<file path="src/rtl/rr_arbiter.sv">
// rr_arbiter: registered round-robin arbiter.
//
// Grants one of N requesters and holds the grant until the owner drops its
// request. On release, priority rotates so that the old owner becomes lowest
// priority. A new winner is granted on the following cycle with no idle bubble.
// Every output comes from a register, so there is no combinational path from
// req to any output.
//
// Optional feature: define RR_ARB_MAX_HOLD_EN to enable a hold counter. When it
// is enabled, a grant is preempted after MAX_HOLD cycles if another requester
// is waiting.
//
// Parameters:
//   N         number of requesters (2..64)
//   MAX_HOLD  maximum consecutive grant cycles under contention (>= 1);
//             only used when RR_ARB_MAX_HOLD_EN is defined
// Ports:
//   clk        clock; all state updates on the rising edge
//   rst        synchronous active-high reset
//   req        request vector; bit i set = requester i wants the resource
//   gnt        registered one-hot grant; all-zero when idle
//   gnt_valid  high when gnt is non-zero
//   gnt_id     binary index of the granted requester; 0 when idle
module rr_arbiter #(
    parameter int N        = 8,
    parameter int MAX_HOLD = 16
) (
    input  logic                 clk,
    input  logic                 rst,
    input  logic [N-1:0]         req,
    output logic [N-1:0]         gnt,
    output logic                 gnt_valid,
    output logic [$clog2(N)-1:0] gnt_id
);

    localparam int W = $clog2(N);
    localparam logic [W-1:0] LAST = W'(N - 1);
    localparam logic [N-1:0] ONE  = N'(1);

    if (N < 2 || N > 64 || MAX_HOLD < 1) begin : g_bad_param
        $error("rr_arbiter: N must be 2..64 and MAX_HOLD must be >= 1");
    end

    typedef enum logic {IDLE, BUSY} state_t;

    state_t         state;
    logic [W-1:0]   ptr;
    logic [W-1:0]   owner;

    logic [W-1:0]   rot_ptr;
    logic [W-1:0]   search_ptr;
    logic           owner_rel;
    logic           preempt;
    logic           win_found;
    logic [W-1:0]   win_idx;

`ifdef RR_ARB_MAX_HOLD_EN
    localparam int HW = $clog2(MAX_HOLD + 1);
    localparam logic [HW-1:0] HOLD_TOP = HW'(MAX_HOLD - 1);
    logic [HW-1:0]  hold_cnt;
`endif

    // Return {found, index} for the first set bit of r, scanning
    // start, start+1, ..., N-1, 0, ..., start-1. The duplicated vector turns
    // the circular scan into a plain shift followed by a lowest-bit search.
    function automatic logic [W:0] search(input logic [W-1:0] start,
                                          input logic [N-1:0] r);
        logic [N-1:0] rot;
        logic [W-1:0] cur;
        logic [W-1:0] idx;
        logic         found;
        rot   = N'({r, r} >> start);
        cur   = start;
        idx   = '0;
        found = 1'b0;
        for (int k = 0; k < N; k++) begin
            if (!found && rot[0]) begin
                found = 1'b1;
                idx   = cur;
            end
            rot = rot >> 1;
            cur = (cur == LAST) ? '0 : cur + 1'b1;
        end
        return {found, idx};
    endfunction

    always_comb begin
        rot_ptr   = (owner == LAST) ? '0 : owner + 1'b1;
        owner_rel = !req[owner];
`ifdef RR_ARB_MAX_HOLD_EN
        // Force rotation only when someone else is actually waiting;
        // a lone owner keeps the grant indefinitely.
        preempt   = (state == BUSY) && req[owner] && (hold_cnt == HOLD_TOP) &&
                    (|(req & ~gnt));
`else
        preempt   = 1'b0;
`endif
        // In BUSY the search only matters on release or preemption, and
        // then it starts just past the current owner.
        search_ptr = (state == BUSY) ? rot_ptr : ptr;
        {win_found, win_idx} = search(search_ptr, req);
    end

    always_ff @(posedge clk) begin
        if (rst) begin
            state     <= IDLE;
            ptr       <= '0;
            owner     <= '0;
            gnt       <= '0;
            gnt_valid <= 1'b0;
            gnt_id    <= '0;
`ifdef RR_ARB_MAX_HOLD_EN
            hold_cnt  <= '0;
`endif
        end else begin
            case (state)
                IDLE: begin
                    if (win_found) begin
                        state     <= BUSY;
                        owner     <= win_idx;
                        gnt       <= ONE << win_idx;
                        gnt_valid <= 1'b1;
                        gnt_id    <= win_idx;
`ifdef RR_ARB_MAX_HOLD_EN
                        hold_cnt  <= '0;
`endif
                    end
                end
                BUSY: begin
                    if (owner_rel || preempt) begin
                        ptr <= rot_ptr;
                        if (win_found) begin
                            // Back-to-back handover to the next winner.
                            owner     <= win_idx;
                            gnt       <= ONE << win_idx;
                            gnt_valid <= 1'b1;
                            gnt_id    <= win_idx;
`ifdef RR_ARB_MAX_HOLD_EN
                            hold_cnt  <= '0;
`endif
                        end else begin
                            state     <= IDLE;
                            gnt       <= '0;
                            gnt_valid <= 1'b0;
                            gnt_id    <= '0;
                        end
                    end else begin
`ifdef RR_ARB_MAX_HOLD_EN
                        // Saturate so a lone owner does not wrap the counter.
                        if (hold_cnt != HOLD_TOP) begin
                            hold_cnt <= hold_cnt + 1'b1;
                        end
`endif
                    end
                end
                default: begin
                    state <= IDLE;
                end
            endcase
        end
    end

endmodule

</file>
<file path="config.mk">
export PLATFORM = sky130hd
export DESIGN_NAME = rr_arbiter
export DESIGN_NICKNAME = d
export VERILOG_FILES = /design/src/rtl/rr_arbiter.sv
export SDC_FILE = /design/constraint.sdc
export NUM_CORES = 1
export LEC_CHECK = 0
export CAP_MARGIN = 25
export CORE_ASPECT_RATIO = 0.9
export CORE_UTILIZATION = 50
export CTS_BUF_LIST = sky130_fd_sc_hd__clkbuf_8
export CTS_CLUSTER_DIAMETER = 50
export DETAILED_ROUTE_END_ITERATION = 7
export GPL_TIMING_DRIVEN = 0
export PLACE_DENSITY = 0.73
export SLEW_MARGIN = 20
export SYNTH_ARGS = -nofsm -noshare
export SYNTH_HDL_FRONTEND = slang
export SYNTH_SLANG_ARGS = --single-unit
</file>
<file path="constraint.sdc">
create_clock -name clk -period 15 [get_ports clk]
set_clock_uncertainty 0.05 [all_clocks]
set_input_delay 3 -clock clk [delete_from_list [all_inputs] [get_ports clk]]
set_output_delay 3 -clock clk [all_outputs]
set_load 0.02 [all_outputs]
</file>
==> impl_metrics.tcl <==
set metrics [dict create \
    finalCritPeriodShare_pct 43.4 \
    p_int_uw 274 \
    grt_pass1_vias 1435 \
    drc 0 \
    reg2reg_depth 26 \
    slew_headroom_pct 60.9 \
    cts_resized 0 \
    clkPwrFrac_pct 6.6 \
    hold_viol 0 \
    cts.sinks 19 \
    ant_nets 0 \
    synth-compound-area-share_pct 18.9 \
    syn_area_mm2 0.00180 \
    p_per_area_mw_per_mm2 254 \
    muxShareOfSynthArea_pct 29.7 \
    timing.rr.start "owner[0]" \
    area_delta_synth_final_pct 17.3 \
    synthesis.nets 203 \
    place_congestion 0.884 \
    cts_setup_buffers 0 \
    yosys.area.top_type "dfxtp_1" \
    place_inst 247 \
    drt_iter0_markers 75 \
    min_from "gnt_id[2]" \
    synth_common_cells "dfxtp_1, nand2_1, mux2i_1, a21oi_1, ha_1" \
    firstDrtPassIters 4 \
    p_seq_share_pct 14.4 \
    yosysWarnings 0 \
    crit_path_start "owner[0]" \
    clock_latency_ns 0.26 \
    critPathKind "register to register" \
    holdPathStages 2 \
    nets 229 \
    peakVddDrop_v 0.000174 \
    drt-total-wl_um 4090 \
    hold_ws_ns 0.411 \
    synth_fa_ha_area_share_pct 7.64 \
    avgSynthCellArea_um2 9.90 \
    finalSetupTns_ns 0 \
    seq_area_frac_synth_pct 21.1 \
    cp-start-kind "register" \
    grt_max_degree 12 \
    htree_levels 1 \
    power.switching_uw 263 \
    p_leak_nw 0.822 \
    viasPerCell 6.14 \
    yosys.area.top_type_share_pct 21.1 \
    ios 22 \
    crit_arrival_ns 6.66 \
    cp_max_fo 10 \
    start_util_pct 52.9 \
    hold_path_class "register to register" \
    drive_gt1_share_pct 18.8 \
    drv_slew 0 \
    synthTopCellsByArea "dfxtp_1, mux4_2, mux2i_4" \
    num_rows 20 \
    p_sw_share_pct 48.9 \
    synthFlopType "dfxtp_1" \
    power_uw 537 \
    dieArea_mm2 0.00385 \
    vias 1542 \
    cap_violations 0 \
    stdcell_count 251 \
    max_clock_freq_mhz 154 \
    netlist_instances 182 \
    overflow 0 \
    place_hpwl_um 3320 \
    wire_per_inst_um 16.3 \
    rsz0062_at_grt "false" \
    track_usage_pct 23.2 \
    ys_ff_latch 19 \
    min_period_ns 6.51 \
    cp-end-kind "register" \
    core_area_mm2 0.00340 \
    setup_viol 0 \
    status "complete, no violations" \
    clk_path_buf_depth 2 \
    cts-root-buf "clkbuf_8" \
    async_flop_share_pct 0 \
    synth_top_family_by_area "multiplexers" \
    final_util_pct 62.1 \
    hold_buffers 0 \
    power_frac_comb_pct 78.9 \
    die_w_um 65.3 \
    synth_edf_count 0 \
    cts_tree "yes" \
    die_h_um 59.0 \
    cts.clk_slew.worst_paths_ns 0.07 \
    antenna_found_initial 0 \
    grt_pass1_wl_um 6850 \
    port_buffers 21 \
    diodes 0 \
    cts_buffers 3 \
    synth_simple_gate_area_share_pct 17.8 \
    synthXorXnorAreaFrac_pct 0.486 \
    ys_types 46 \
    tightest_slew_ns 0.582 \
    synthMostInstantiatedCell "dfxtp_1" \
    worst_ep_required_time_ns 15.16 \
]
-- path summary, 6_finish.rpt --
kind,to,slack [ns]
worst max-delay path,gnt[5],8.49
worst min-delay path,gnt_id[2],0.41
worst max register to register,gnt[5],8.49
worst min register to register,gnt_id[2],0.41
-- flip-flops by register name, indices dropped and copies added (netlist names) --
signal / flops
gnt: 8
gnt_id: 3
owner: 3
ptr: 3
gnt_valid: 1
state: 1
-- layer usage --
layer / GRT usage (%) / up-vias / part of all wire (%)
met3: 2.33 / 11 / 4.5
li1: - / 749 / -
met1: 31.7 / 733 / 44
met2: 37.8 / 49 / 49
met4: 9.32 / 0 / 2.5
met5: 0 / - / 0
-- cells by family (layout without fill, tap and decap cells) --
kind of cell,count (synthesis),after routing
mux,33,33
buf+inv,16,41
flops,19,19
compound gates,45,45
fa+ha+maj,11,11
xor+xnor,1,1
simple gates,57,57
-- critical path: stages (launching register included) --
cell      delay, ns
dfxtp_1        0.47
ha_1           0.19
ha_1           0.15
nor2_1         0.07
mux2i_4        0.45
inv_2          0.14
buf_2          0.23
ha_1           0.22
ha_1           0.20
nor2_1         0.37
ha_1           0.31
nor2b_1        0.16
ha_1           0.30
a21boi_0       0.16
ha_1           0.30
a21boi_0       0.34
ha_1           0.30
a21boi_0       0.15
ha_1           0.31
a21boi_0       0.33
ha_1           0.22
inv_1          0.03
o21ai_0        0.13
nand2_1        0.09
a32oi_2        0.27
nor3b_4        0.31
a22o_1         0.17
-- placed cells by master (no fill, tap or decap), drive strengths merged, types with 4 or more instances in the layout --
master and n:
nand2 17, clkdlybuf4s50 21, dfxtp 19, ha 11, a21boi 5, a22o 8, or2 4, clkbuf 5
nor2 10, mux4 9, mux2i 21, nor3 8, buf 5, a21oi 12, nor2b 5, inv 9
-- power by group through the flow --
stage | Combinational, mW | Sequential [mW] | Clock [mW]
2_1_floorplan | 0.317 | 0.0871 | 0
3_3_place_gp | 0.405 | 0.0779 | 0
3_5_place_dp | 0.425 | 0.0790 | 0
4_1_cts | 0.427 | 0.0777 | 0.0366
5_1_grt | 0.475 | 0.0796 | 0.0384
6_report | 0.424 | 0.0775 | 0.0356
-- final cells by class --
class / instances / area [um^2]
Buffer: 7 / 45.0
Clock buffer: 3 / 41.3
Clock inverter: 1 / 5.00
Fill cell: 279 / 1290
Inverter: 9 / 33.8
Multi-Input combinational cell: 147 / 1340
Sequential cell: 19 / 380
Tap cell: 44 / 55.1
Timing Repair Buffer: 21 / 210
-- metrics by stage --
stage / cell area (um^2) / setup slack, ns
after floorplan: 1800 / 9.48
after global placement: 2070 / 8.71
after detailed placement: 2070 / 8.52
after CTS: 2110 / 8.47
after global routing: 2110 / 7.90
final: 2110 / 8.49
(Power assumes the default switching activity.)
